--- src/rtl/lsu_pkg.sv ---
// Shared definitions for the load/store unit.
// Holds the request size encodings, the control FSM state type and a helper
// that maps a size encoding to its access width in bytes.
package lsu_pkg;

  localparam logic [1:0] SIZE_BYTE = 2'd0;
  localparam logic [1:0] SIZE_HALF = 2'd1;
  localparam logic [1:0] SIZE_WORD = 2'd2;
  localparam logic [1:0] SIZE_BAD  = 2'd3;

  typedef enum logic [1:0] {
    StIdle,
    StAcc1,
    StAcc2,
    StResp
  } lsu_state_e;

  // Access width in bytes; 0 for the illegal encoding.
  function automatic logic [2:0] size_nbytes(input logic [1:0] size);
    logic [2:0] n;
    case (size)
      SIZE_BYTE: n = 3'd1;
      SIZE_HALF: n = 3'd2;
      SIZE_WORD: n = 3'd4;
      default:   n = 3'd0;
    endcase
    return n;
  endfunction

endpackage

--- src/rtl/load_store_align.sv ---
// Combinational alignment datapath for the load/store unit.
// Ports:
//   size, is_unsigned   : latched request size and extension mode
//   off                 : byte offset within the first word
//   wdata               : right-justified store data
//   word1, word2        : first and second memory words for load merging
//   mask                : 8-bit byte mask spanning both words
//   split               : access crosses a word boundary
//   wdata_lo, wdata_hi  : lane-positioned store data for each word
//   rdata               : merged and sign/zero-extended load result
module load_store_align
  import lsu_pkg::*;
(
  input  logic [1:0]  size,
  input  logic        is_unsigned,
  input  logic [1:0]  off,
  input  logic [31:0] wdata,
  input  logic [31:0] word1,
  input  logic [31:0] word2,
  output logic [7:0]  mask,
  output logic        split,
  output logic [31:0] wdata_lo,
  output logic [31:0] wdata_hi,
  output logic [31:0] rdata
);

  logic [2:0]  nbytes;
  logic [7:0]  base_mask;
  logic [4:0]  lo_shift;
  logic [5:0]  hi_shift;
  logic [31:0] raw;

  assign nbytes   = size_nbytes(size);
  assign lo_shift = {off, 3'b000};
  // Shift of 32 (off == 0) yields zero; that half is unused when not split.
  assign hi_shift = 6'd32 - {1'b0, lo_shift};

  always_comb begin
    base_mask = 8'h00;
    case (size)
      SIZE_BYTE: base_mask = 8'b0000_0001;
      SIZE_HALF: base_mask = 8'b0000_0011;
      SIZE_WORD: base_mask = 8'b0000_1111;
      default:   base_mask = 8'h00;
    endcase
  end

  assign mask     = base_mask << off;
  assign split    = ({1'b0, off} + nbytes) > 3'd4;
  assign wdata_lo = wdata << lo_shift;
  assign wdata_hi = wdata >> hi_shift;

  // Bytes from lane 'off' of word1 upward, continuing into word2 lanes 0...
  assign raw = 32'({word2, word1} >> lo_shift);

  always_comb begin
    rdata = '0;
    case (size)
      SIZE_BYTE: rdata = {{24{~is_unsigned & raw[7]}}, raw[7:0]};
      SIZE_HALF: rdata = {{16{~is_unsigned & raw[15]}}, raw[15:0]};
      SIZE_WORD: rdata = raw;
      default:   rdata = '0;
    endcase
  end

endmodule

--- src/rtl/load_store_unit.sv ---
// Load/store unit: converts one core request of any size and alignment into
// one or two word-aligned byte-lane accesses on a memory data port, merges
// load data and returns a single-cycle completion pulse.
// Ports:
//   clk, rst_n                      : clock, synchronous active-low reset
//   req_valid/req_ready             : request handshake
//   req_write/size/unsigned/addr/wdata : request fields
//   resp_valid/resp_rdata/resp_error   : completion pulse and result
//   mem_addr/mem_wdata/mem_wenable  : word-aligned memory port outputs
//   mem_rdata                       : combinational read data of mem_addr
module load_store_unit
  import lsu_pkg::*;
(
  input  logic        clk,
  input  logic        rst_n,
  input  logic        req_valid,
  output logic        req_ready,
  input  logic        req_write,
  input  logic [1:0]  req_size,
  input  logic        req_unsigned,
  input  logic [31:0] req_addr,
  input  logic [31:0] req_wdata,
  output logic        resp_valid,
  output logic [31:0] resp_rdata,
  output logic        resp_error,
  output logic [31:0] mem_addr,
  output logic [31:0] mem_wdata,
  output logic [3:0]  mem_wenable,
  input  logic [31:0] mem_rdata
);

  lsu_state_e  state_q, state_d;
  logic [31:0] addr_q, wdata_q, word1_q, rdata_q;
  logic [1:0]  size_q;
  logic        unsigned_q, write_q, error_q;

  logic        handshake;
  logic [7:0]  mask;
  logic        split;
  logic [31:0] wdata_lo, wdata_hi, load_data;
  logic [31:0] word1_sel, word2_sel, word_base;

  assign handshake = req_valid && req_ready;
  assign word_base = {addr_q[31:2], 2'b00};
  // In ACC1 the first word comes straight from memory; in ACC2 it is the capture.
  assign word1_sel = (state_q == StAcc1) ? mem_rdata : word1_q;
  assign word2_sel = (state_q == StAcc2) ? mem_rdata : 32'h0;

  load_store_align u_align (
    .size        (size_q),
    .is_unsigned (unsigned_q),
    .off         (addr_q[1:0]),
    .wdata       (wdata_q),
    .word1       (word1_sel),
    .word2       (word2_sel),
    .mask        (mask),
    .split       (split),
    .wdata_lo    (wdata_lo),
    .wdata_hi    (wdata_hi),
    .rdata       (load_data)
  );

  // State register
  always_ff @(posedge clk) begin
    if (!rst_n) begin
      state_q <= StIdle;
    end else begin
      state_q <= state_d;
    end
  end

  // Next-state logic
  always_comb begin
    state_d = state_q;
    unique case (state_q)
      StIdle: begin
        if (handshake) begin
          state_d = (req_size == SIZE_BAD) ? StResp : StAcc1;
        end
      end
      StAcc1:  state_d = split ? StAcc2 : StResp;
      StAcc2:  state_d = StResp;
      StResp:  state_d = StIdle;
      default: state_d = StIdle;
    endcase
  end

  // Request latch, first-word capture and result register
  always_ff @(posedge clk) begin
    if (!rst_n) begin
      addr_q     <= '0;
      wdata_q    <= '0;
      size_q     <= '0;
      unsigned_q <= 1'b0;
      write_q    <= 1'b0;
      error_q    <= 1'b0;
      word1_q    <= '0;
      rdata_q    <= '0;
    end else begin
      if (handshake) begin
        addr_q     <= req_addr;
        wdata_q    <= req_wdata;
        size_q     <= req_size;
        unsigned_q <= req_unsigned;
        write_q    <= req_write;
        error_q    <= (req_size == SIZE_BAD);
        rdata_q    <= '0;
      end
      if (state_q == StAcc1) begin
        word1_q <= mem_rdata;
        if (!write_q && !split) begin
          rdata_q <= load_data;
        end
      end
      if (state_q == StAcc2 && !write_q) begin
        rdata_q <= load_data;
      end
    end
  end

  // Output logic
  always_comb begin
    req_ready   = rst_n && (state_q == StIdle);
    resp_valid  = 1'b0;
    resp_rdata  = '0;
    resp_error  = 1'b0;
    mem_addr    = '0;
    mem_wdata   = '0;
    mem_wenable = '0;
    unique case (state_q)
      StAcc1: begin
        mem_addr    = word_base;
        mem_wdata   = wdata_lo;
        mem_wenable = write_q ? mask[3:0] : 4'b0000;
      end
      StAcc2: begin
        mem_addr    = word_base + 32'd4;
        mem_wdata   = wdata_hi;
        mem_wenable = write_q ? mask[7:4] : 4'b0000;
      end
      StResp: begin
        resp_valid = 1'b1;
        resp_rdata = rdata_q;
        resp_error = error_q;
      end
      default: ;
    endcase
    // No memory write may happen in a reset cycle, even mid-access.
    if (!rst_n) begin
      mem_wenable = '0;
    end
  end

endmodule

--- config.mk ---
export PLATFORM = sky130hd
export DESIGN_NAME = load_store_unit
export DESIGN_NICKNAME = d
export VERILOG_FILES = /design/src/rtl/lsu_pkg.sv /design/src/rtl/load_store_align.sv /design/src/rtl/load_store_unit.sv
export SDC_FILE = /design/constraint.sdc
export NUM_CORES = 1
export LEC_CHECK = 0
export CAP_MARGIN = 20
export CORE_ASPECT_RATIO = 0.8
export CORE_MARGIN = 2
export CORE_UTILIZATION = 46
export CTS_BUF_LIST = sky130_fd_sc_hd__clkbuf_16
export CTS_CLUSTER_SIZE = 20
export DETAILED_ROUTE_END_ITERATION = 8
export HOLD_SLACK_MARGIN = 0.05
export PLACE_DENSITY = 0.85
export SLEW_MARGIN = 20
export SYNTH_ARGS = -nofsm -noshare
export SYNTH_HDL_FRONTEND = slang
export SYNTH_SLANG_ARGS = --single-unit
--- constraint.sdc ---
create_clock -name clk -period 2.9 [get_ports clk]
set_input_delay 0.435 -clock clk [delete_from_list [all_inputs] [get_ports clk]]
set_output_delay 0.435 -clock clk [all_outputs]
set_load 0.005 [all_outputs]
==> metrics.cfg, run 1 <==
[synthesis]
synth_enable_flop_cells=0
netlist_instances=1092
yosysWarningCount=0
yosysSeqAreaShare_pct=32.0
synth_ff_type=dfxtp_1
async_flop_share_pct=0
synth.top_cell.area_share_pct=32.0
ys_seq_elements=135
synth_area_leaders=dfxtp_1 32%, nand2_1 9.4%, mux2i_1 6.5%
syn_area_per_cell_sq_um=7.72
syn-cell-area_sq_um=8430
yosysTopAreaCell=dfxtp_1
ys_types=76

[grt]
antenna_found_initial=0
grt_max_degree=52
gr-total-overflow=0
grt_pass1_wl_microns=48600
grt_util_all_layers_pct=31.3
first_global_vias=8821

[die]
initial_utilization_pct=46.7
chipWidth_microns=155
fp.dieH_microns=125
core-area_sq_um=18100
die-area_sq_um=19400
num_io_pins=206
rows=44

[sta]
hold_violations=0
rsz0062_at_grt=yes
tightest_slew_ns=0.561
finalCritPeriodShare_pct=101
clock_skew_ns=0.0128
min_period_ns=2.94
relSlewSlack_pct=61.5
whs_ns=0.409
fmax_ghz=0.340
layout_setup_ws_ns=-0.0427
setup-violations-final=2
slew_viol_final=0

[layout]
stdcell_area_sq_um=12200
fill_cells=1371
area_growth_pct=44.7
final_util_pct=67.6
layout_common_cells=210 x nand2_1, 149 x clkdlybuf4s50_1, 117 x dfxtp_1, 84 x buf_4, 83 x nand3_1
instances_no_fill=1570
num_antenna_cells=0
finalNetCount=1448
drive_gt1_share_pct=19.4
final_common_cell=nand2_1

[clock_tree]
worst_skew_pair.late_latency_ns=0.43
root_buffer=clkbuf_16
ctsHoldBuffers=0
clk_pin_slew_ns=0.05
htree_levels=4
cts_tree=yes
cts_buffer_depth=2
numClockSinks=135
cts_buffers=17

[status]
failed_checks=DRC, setup timing
status=complete, but fails checks

[detailed_routing]
top_layer_used=met4
vias=9703
antenna_left=0
wl_met2_microns=13300
wirelength_microns=32000
wl_met3_microns=3960
drtIter0Drc=1384
drc=24
wl_per_cell_microns=20.4
wl_met1_microns=13300
drt_pass1_iterations=9
viasPerCell=6.18

[place]
post-dp-hpwl_microns=21000
dpl.cell_count=1502
dpl_cell_area_sq_um=10900
routabilityCongestion=0.936
io_buffer_count=203

[power]
power.density_nw_per_um2=753
p_leak_nw=5.13
irDropWorstVdd_uv=505

[min_path]
hold_class=in -> reg

[critical_path]
endpoint_kind=primary output
setup.worst_path.start_class=flip-flop
arrival_ns=2.51
cp.required_ns=2.47
cp_max_fo=5
critical_path_class=reg -> out

[flow_run]
cap_violations=0

[synth_stat cells (4+ instances only)]
cell type / n
a21oi_1: 47
a221oi_1: 11
a222oi_1: 8
a22o_1: 11
a22oi_1: 19
a311oi_1: 4
a31oi_1: 8
a32oi_1: 4
and2_1: 44
and3_1: 6
buf_1: 10
buf_2: 22
buf_4: 6
buf_6: 7
clkbuf_1: 45
dfxtp_1: 135
ha_1: 14
inv_1: 16
mux2_2: 19
mux2i_1: 55
mux4_2: 7
nand2_1: 212
nand2b_1: 7
nand3_1: 88
nand4_1: 9
nand4b_1: 4
nor2_1: 81
nor2b_1: 25
nor3_1: 14
nor4_1: 5
o2111ai_1: 13
o211ai_1: 16
o21ai_0: 43
o22ai_1: 8
o31ai_1: 6
or3_1: 8
[stage by stage]
step	setup TNS (ns)	power, W	setup slack (ns)
floorplan	0	0.00495	0.0167
global placement	0	0.00621	0.172
detailed placement	0	0.00631	0.104
CTS	-0.0237	0.00874	-0.0200
global route	-0.681	0.00959	-0.119
finish	-0.0546	0.00918	-0.0427
[kinds of logic (layout without fill, tap and decap cells)]
| kind of cell | after synthesis | after routing | share of synthesized area, % |
|---|---|---|---|
| buf+inv | 108 | 355 | 6.16 |
| simple gates | 525 | 525 | 29.7 |
| flops | 135 | 135 | 32.0 |
| compound gates | 226 | 226 | 18.7 |
| other cells | 1 | 2 | 0.0445 |
| xor+xnor | 1 | 1 | 0.104 |
| mux | 81 | 81 | 10.9 |
| fa+ha+maj | 15 | 15 | 2.31 |
[worst paths after layout]
check                          startpoint                     end  slack, ns  cells after the start
hold / removal                      rst_n  word1_q[25]$_SDFF_PN0_       0.41                      2
setup reg to reg   size_q[0]$_SDFFE_PN0P_  rdata_q[21]$_SDFF_PN0_       0.09                     12
setup / recovery  state_q[0]$_SDFFE_PN0P_            mem_wdata[7]      -0.04                     10
hold reg to reg     rdata_q[4]$_SDFF_PN0_   rdata_q[4]$_SDFF_PN0_       0.45                      2
[sequential cells by signal, indices dropped and copies added, names as in the netlist]
signal,cells
addr_q,32
rdata_q,32
wdata_q,32
word1_q,32
size_q,2
state_q,2
error_q,1
unsigned_q,1
write_q,1
[critical path, cell delays in order, from the launching register on]
cell	delay (ns)
dfxtp_2	0.34
inv_4	0.09
ha_4	0.17
buf_12	0.11
clkinvlp_4	0.15
nor4b_4	0.36
buf_4	0.20
buf_4	0.11
a222oi_1	0.10
nor2_1	0.27
buf_2	0.17
[layer usage]
metal	track usage (%)	up-vias
met1	45.2	4459
met3	7.80	152
met2	45.3	715
li1	-	4377
met4	11.2	0
met5	0	-
[cell type report]
type	instances	area (sq um)	area share (%)
Clock buffer	17	425	3.49
Clock inverter	12	138	1.13
Inverter	17	75.1	0.615
Multi-Input combinational cell	850	5540	45.4
Sequential cell	135	2750	22.5
Tap cell	230	288	2.36
Timing Repair Buffer	309	2990	24.5
[power breakdown]
| part | switching, W | total, W | internal, W |
|---|---|---|---|
| sequential | 0.000395 | 0.00267 | 0.00228 |
| clock | 0.000818 | 0.00214 | 0.00132 |
| combinational | 0.00247 | 0.00437 | 0.00191 |
| total | 0.00368 | 0.00918 | 0.00550 |
[timing repair]
action                                  in CTS  in global routing
endpoints found under the setup margin      60                 60
gates resized for setup                    120                 79
setup buffers                               15                 16
pin swaps                                   25                 23
gates cloned                                 5                  3
(Power assumes the default switching activity.)
==> inputs of run 2 (changes only) <==
--- a/config.mk
+++ b/config.mk
@@ -8,12 +8,12 @@
 export CAP_MARGIN = 20
 export CORE_ASPECT_RATIO = 0.8
 export CORE_MARGIN = 2
-export CORE_UTILIZATION = 46
+export CORE_UTILIZATION = 51
 export CTS_BUF_LIST = sky130_fd_sc_hd__clkbuf_16
 export CTS_CLUSTER_SIZE = 20
 export DETAILED_ROUTE_END_ITERATION = 8
 export HOLD_SLACK_MARGIN = 0.05
-export PLACE_DENSITY = 0.85
+export PLACE_DENSITY = 0.89
 export SLEW_MARGIN = 20
 export SYNTH_ARGS = -nofsm -noshare
 export SYNTH_HDL_FRONTEND = slang
==> constraint.sdc (replaced) <==
create_clock -name clk -period 3.2 [get_ports clk]
set_input_delay 0.48 -clock clk [delete_from_list [all_inputs] [get_ports clk]]
set_output_delay 0.48 -clock clk [all_outputs]
set_load 0.005 [all_outputs]
==> run 2 against run 1 <==
Net effect: clock skew decreased by 0.0055 ns; the flow finishes with violations (setup timing); largest power group unchanged; critical endpoint is now mem_addr[26]; final area decreased by 5.6%; die area decreased by 9.5%; global-route usage increased by 1.3 points; final cell count decreased by 4.4%.
==> metrics.cfg, run 2 (synthesis results as in run 1) <==
[layout]
finalNetCount=1386  ; -4.3%
num_antenna_cells=0  ; unchanged
multiInputGateArea_sq_um=5360  ; -3.3%
area_growth_pct=36.7
regArea_sq_um=2730  ; -0.50%
layout_common_cells=209 x nand2_1, 192 x clkdlybuf4s50_1, 120 x dfxtp_1, 86 x nand3_1, 79 x nor2_1
drive_gt1_share_pct=12.2  ; -7.2 points
fill_cells=1230  ; -10%
final_common_cell=nand2_1

[sta]
rsz0062_at_grt=yes
finalCritPeriodShare_pct=100
relSlewSlack_pct=44.4  ; -17 points
slew_viol_final=0  ; unchanged
clock_skew_ns=0.00732  ; -0.00549 ns
layout_setup_ws_ns=-0.00232  ; +0.0404 ns
min_period_ns=3.20
tns_ns=-0.00232  ; +0.0523 ns
setup-violations-final=1  ; -1
fmax_ghz=0.312
whs_ns=0.450  ; +0.0403 ns
tightest_slew_ns=0.832  ; +0.271 ns
hold_violations=0  ; unchanged

[critical_path]
endpoint_kind=primary output
timing.rr.start=size_q[0]$_SDFFE_PN0P_
cp_max_fo=7  ; +2
setup.worst_path.start_class=flip-flop
path_delay_family=simple AND/OR/NAND/NOR gates
max_stage_delay_ns=0.52  ; +0.16 ns
crit_slowest_cell=clkdlybuf4s50_1
path_buf_inv=1  ; -5
critical_path_class=reg -> out
worstPathCellList=ha_2 -> nand3_2 -> nor4_4 -> nand4_1 -> or4_1 -> nand3_1 -> clkdlybuf4s50_1
arrival_ns=2.72  ; +0.21 ns
crit_start=addr_q[2]$_SDFFE_PN0P_
cp.required_ns=2.72  ; +0.25 ns

[die]
chipWidth_microns=148  ; -4.9%
rows=42  ; -4.5%
die-area_sq_um=17600  ; -9.5%
fp.dieH_microns=119  ; -4.9%
num_io_pins=206  ; unchanged
core-area_sq_um=16300  ; -9.5%
initial_utilization_pct=51.6  ; +4.9 points

[clock_tree]
htree_levels=4  ; unchanged
cts_buffers=17  ; unchanged
clk_pin_slew_ns=0.06  ; about the same
cts_tree=yes
cts_buffer_depth=2  ; unchanged
worst_skew_pair.late_latency_ns=0.43  ; about the same
numClockSinks=135  ; unchanged
ctsHoldBuffers=0  ; unchanged
root_buffer=clkbuf_16

[power]
p_leak_nw=4.47  ; -13%
power.density_nw_per_um2=690  ; -8.3%
irDropWorstVdd_uv=468  ; -7.2%

[min_path]
min_from=rdata_q[5]$_SDFF_PN0_
hold_class=reg -> reg

[grt]
grt_util_all_layers_pct=32.7  ; +1.3 points
antenna_found_initial=1  ; +1
gr-total-overflow=0  ; unchanged
grt_pass1_wl_microns=46100  ; -5.2%
grt_max_degree=78  ; +50%
first_global_vias=8793  ; -0.32%

[status]
failed_checks=setup timing
status=complete, but fails checks

[detailed_routing]
wl_per_cell_microns=19.7  ; -3.1%
antenna_left=0  ; unchanged
viasPerCell=6.26  ; +1.2%
drt_pass1_iterations=8  ; -1
vias=9390  ; -3.2%
wirelength_microns=29600  ; -7.3%
drtIter0Drc=1590  ; +15%
drc=0  ; -100%

[place]
io_buffer_count=203  ; unchanged
routabilityCongestion=0.979  ; +4.6%
post-dp-hpwl_microns=20100  ; -4.3%

[flow_run]
cap_violations=0  ; unchanged

-- run 2: cell count changes in the layout (fill, tap and decap cells not counted), moves of 9 or more --
cell | before | now
clkbuf_2 | 10 | 0
dlymetal6s2s_1 | 18 | 9
buf_4 | 84 | 34
dlygate4sd2_1 | 23 | 1
clkdlybuf4s50_1 | 149 | 192
-- run 2: final timing paths --
check                      endpoint  slack [ns]  cells past startpoint
max                    mem_addr[26]      -0.002                      7
min           rdata_q[5]$_SDFF_PN0_        0.45                      2
max reg2reg  rdata_q[13]$_SDFF_PN0_        0.11                     10
min reg2reg   rdata_q[5]$_SDFF_PN0_        0.45                      2
-- run 2: layer usage --
metal	up-vias	share of wire (%)	global-route usage, %	wire [microns]
met5	-	0	0	0
met2	708	44	48.8	13000
li1	4251	-	-	-
met4	0	4.0	13.8	1190
met3	124	11	8.58	3340
met1	4307	41	44.7	12100
-- run 2: tightest hold or removal path: cells and delay by family, from the launching register on --
kind            cells  cell delay (ns)
simple gates        1             0.05
flops               1             0.30
compound gates      1             0.05
-- run 2: power breakdown --
part / leakage, nW / total, W / internal, W / switching [W]
registers: 1.11 / 0.00241 / 0.00206 / 0.000351
logic: 3.06 / 0.00340 / 0.00138 / 0.00203
clock network: 0.303 / 0.00214 / 0.00137 / 0.000769
total: 4.47 / 0.00795 / 0.00480 / 0.00315
-- run 2: layout make-up --
| class | instances | share of cell area, % |
|---|---|---|
| multi-input combinational | 850 | 46.5 |
| sequential | 135 | 23.7 |
| timing repair buffer | 247 | 21.3 |
| clock buffer | 17 | 3.69 |
| tap | 220 | 2.39 |
| clock inverter | 15 | 1.82 |
| inverter | 17 | 0.586 |
-- run 2: through the flow --
step           area, sq um  std cells  power (W)  setup WS, ns  util (%)
2_1_floorplan         8440       1093    0.00448        0.0727         -
3_3_place_gp         10600       1462    0.00544         0.357      65.0
3_5_place_dp         10600       1462    0.00554         0.266      65.0
4_1_cts              11300       1495    0.00773       -0.0716      69.2
5_1_grt              11500       1501    0.00829       -0.0902      70.5
6_report             11500       1501    0.00795      -0.00232      70.5
-- run 2: timing repair --
item	CTS	global route
endpoints found under the setup margin	41	48
buffers inserted	1	6
pin swaps	3	11
hold endpoints to repair	0	0
resized for setup	18	52
==> inputs of run 3 (changes only) <==
--- a/config.mk
+++ b/config.mk
@@ -5,10 +5,11 @@
 export SDC_FILE = /design/constraint.sdc
 export NUM_CORES = 1
 export LEC_CHECK = 0
+export ABC_AREA = 1
 export CAP_MARGIN = 20
 export CORE_ASPECT_RATIO = 0.8
 export CORE_MARGIN = 2
-export CORE_UTILIZATION = 51
+export CORE_UTILIZATION = 52
 export CTS_BUF_LIST = sky130_fd_sc_hd__clkbuf_16
 export CTS_CLUSTER_SIZE = 20
 export DETAILED_ROUTE_END_ITERATION = 8
==> run 3 against run 2 <==
Net effect: the flow now finishes without violations; clock skew is 0.00085 ns higher; via count up 18%; utilization down 1.7 points; area after synthesis increased by 11%; hold slack improved by 0.020 ns; critical path depth grew 3; sequential share of layout area is 1.2 points lower; sequential power down 4%; die area rose by 9.0%; final cell count is 30% higher; total power up 0.44%; largest cell class unchanged; highest routed layer unchanged.
==> metrics.cfg, run 3 <==
[detailed_routing]
drt_pass1_iterations=7  ; -1
antenna_left=0  ; unchanged
wl_per_cell_microns=15.8  ; -20%
viasPerCell=5.67  ; -9.4%
drtIter0Drc=1516  ; -4.7%
vias=11100  ; +18%
wirelength_microns=30800  ; +3.9%
drc=0  ; unchanged

[sta]
finalCritPeriodShare_pct=97.3  ; -2.7 points
setup-violations-final=0  ; -1
fmax_ghz=0.321  ; +2.8%
slew_viol_final=0  ; unchanged
min_period_ns=3.12  ; -0.0873 ns
rsz0062_at_grt=yes
clock_skew_ns=0.00817  ; +0.000853 ns
tightest_slew_ns=0.570  ; -0.262 ns
hold_violations=0  ; unchanged
relSlewSlack_pct=62.0  ; +18 points
whs_ns=0.470  ; +0.0203 ns

[clock_tree]
clk_pin_slew_ns=0.06  ; about the same
ctsHoldBuffers=0  ; unchanged
htree_levels=4  ; unchanged
cts_buffers=17  ; unchanged
worst_skew_pair.late_latency_ns=0.43  ; about the same
root_buffer=clkbuf_16
numClockSinks=135  ; unchanged
cts_buffer_depth=2  ; unchanged
cts_tree=yes

[die]
fp.dieH_microns=124  ; +4.4%
core-area_sq_um=17500  ; +7.3%
num_io_pins=206  ; unchanged
die-area_sq_um=19200  ; +9.0%
initial_utilization_pct=53.6  ; +2.0 points
chipWidth_microns=154  ; +4.4%
rows=43  ; +2.4%

[critical_path]
endpoint_kind=primary output
cp_max_fo=4  ; -3
critical_path_class=reg -> out
cp.required_ns=2.72  ; about the same
arrival_ns=2.64  ; -0.08 ns
setup.worst_path.start_class=flip-flop

[synthesis]
ys_types=45  ; -41%
syn_area_per_cell_sq_um=6.00  ; -22%
synth_ff_type=dfxtp_1
yosysSeqAreaShare_pct=28.8  ; -3.3 points
synth.top_cell.area_share_pct=28.8  ; -3.3 points
yosys-top-cells-count=526 x nand2_1, 179 x inv_1, 144 x nand3_1, 135 x dfxtp_1, 126 x o21ai_0
yosysTopAreaCell=dfxtp_1
yosysMostFrequentCell=nand2_1
synth_area_leaders=dfxtp_1 29%, nand2_1 21%, nand3_1 7.7%
yosysWarningCount=0  ; unchanged
netlist_instances=1567  ; +43%
synth_enable_flop_cells=0  ; unchanged
syn-cell-area_sq_um=9400  ; +11%
ys_seq_elements=135  ; unchanged
async_flop_share_pct=0  ; unchanged

[place]
io_buffer_count=203  ; unchanged
post-dp-hpwl_microns=21600  ; +7.6%
routabilityCongestion=0.948  ; -3.1%
dpl.cell_count=1917  ; +31%

[grt]
grt_util_all_layers_pct=31.2  ; -1.5 points
grt_pass1_wl_microns=49400  ; +7.1%
first_global_vias=9932  ; +13%
antenna_found_initial=1  ; unchanged
gr-total-overflow=0  ; unchanged
grt_max_degree=77  ; -1.3%

[layout]
area_growth_pct=28.4
drive_gt1_share_pct=7.48  ; -4.7 points
instances_no_fill=1950  ; +30%
num_antenna_cells=0  ; unchanged
final_common_cell=nand2_1
finalNetCount=1830  ; +32%
layout_common_cells=522 x nand2_1, 201 x clkdlybuf4s50_1, 177 x inv_1, 143 x nand3_1, 130 x dfxtp_1

[flow_run]
cap_violations=0  ; unchanged

[min_path]
hold_class=reg -> reg

[status]
status=finished, final reports clean

[power]
irDropWorstVdd_uv=389  ; -17%
power.density_nw_per_um2=662  ; -4.1%
p_leak_nw=5.31  ; +19%

[run 3: cell count changes after synthesis, moves of 19 or more]
cell     previous run  this run
nand2_1           212       526
inv_1              16       179
o21ai_0            43       126
a21oi_1            47       124
nand3_1            88       144
mux2i_1            55         3
and2_1             44         2
nor2b_1            25         0
mux2_2             19         0
[run 3: final cells by class]
type,count,area (sq um)
repair buffers,227,2250
fillers,1463,5470
clock inverters,15,176
multi-input cells,1137,5470
well taps,225,282
flip-flops and latches,135,2710
clock buffers,17,425
inverters,194,751
[run 3: metal layers]
layer  up-vias  part of all wire [%]  GRT usage [%]
li1       5339                     -              -
met1      4926                    42           43.1
met2       704                    43           47.8
met3        86                    12           7.31
met4         0                   2.8           10.7
met5         -                     0              0
[run 3: power breakdown]
part	switching, W	internal, W	leakage [nW]
clock	0.000800	0.00123	0.288
combinational	0.00245	0.00119	3.92
sequential	0.000261	0.00206	1.11
total	0.00351	0.00447	5.31
[run 3: path summary, 6_finish.rpt]
| path | startpoint | to | slack (ns) | depth (start not counted) |
|---|---|---|---|---|
| worst max-delay path | addr_q[3]$_SDFFE_PN0P_ | mem_addr[24] | 0.08 | 10 |
| worst max register to register | state_q[1]$_SDFFE_PN0P_ | rdata_q[9]$_SDFF_PN0_ | 0.48 | 12 |
| worst min register to register | rdata_q[13]$_SDFF_PN0_ | rdata_q[13]$_SDFF_PN0_ | 0.47 | 2 |
| worst min-delay path | rdata_q[13]$_SDFF_PN0_ | rdata_q[13]$_SDFF_PN0_ | 0.47 | 2 |
[run 3: cells by family (layout without fill, tap and decap cells)]
logic type / Yosys count / in the layout / synth area share [%]
AND/OR/NAND/NOR: 812 / 812 / 36.9
other: 1 / 2 / 0.0399
multiplexers: 3 / 3 / 0.320
AO/OA/AOI/OAI: 305 / 305 / 18.0
buffers and inverters: 296 / 453 / 13.9
flip-flops: 135 / 135 / 28.8
adder cells (fa/ha/maj): 15 / 15 / 2.08
[run 3: worst max-delay path, stage by stage, from the launching register on]
cell and delay, ns:
dfxtp_1 0.38, ha_1 0.20, nand2_1 0.07, inv_1 0.17, nand2_1 0.15, nor2_1 0.23
nand2_1 0.09, nand2_1 0.06, nand3_1 0.06, a21oi_1 0.24, clkdlybuf4s50_1 0.55
[run 3: timing repair]
item / in CTS / in global routing
gates resized for setup: 5 / 33
endpoints found under the hold margin: 0 / 0
pin swaps: 0 / 2
gates cloned: 0 / 0
setup buffers: 0 / 1
endpoints found under the setup margin: 33 / 47
[run 3: per-stage QoR]
step	utilization [%]	setup TNS (ns)	setup WS [ns]	instance area [sq um]	power (W)
3_3_place_gp	64.7	0	0.426	11300	0.00568
5_1_grt	68.8	-0.320	-0.0532	12100	0.00847
4_1_cts	68.2	0	0.0367	12000	0.00781
3_5_place_dp	64.7	0	0.335	11300	0.00577
6_report	68.8	0	0.0849	12100	0.00798
2_1_floorplan	-	0	0.966	9400	0.00490
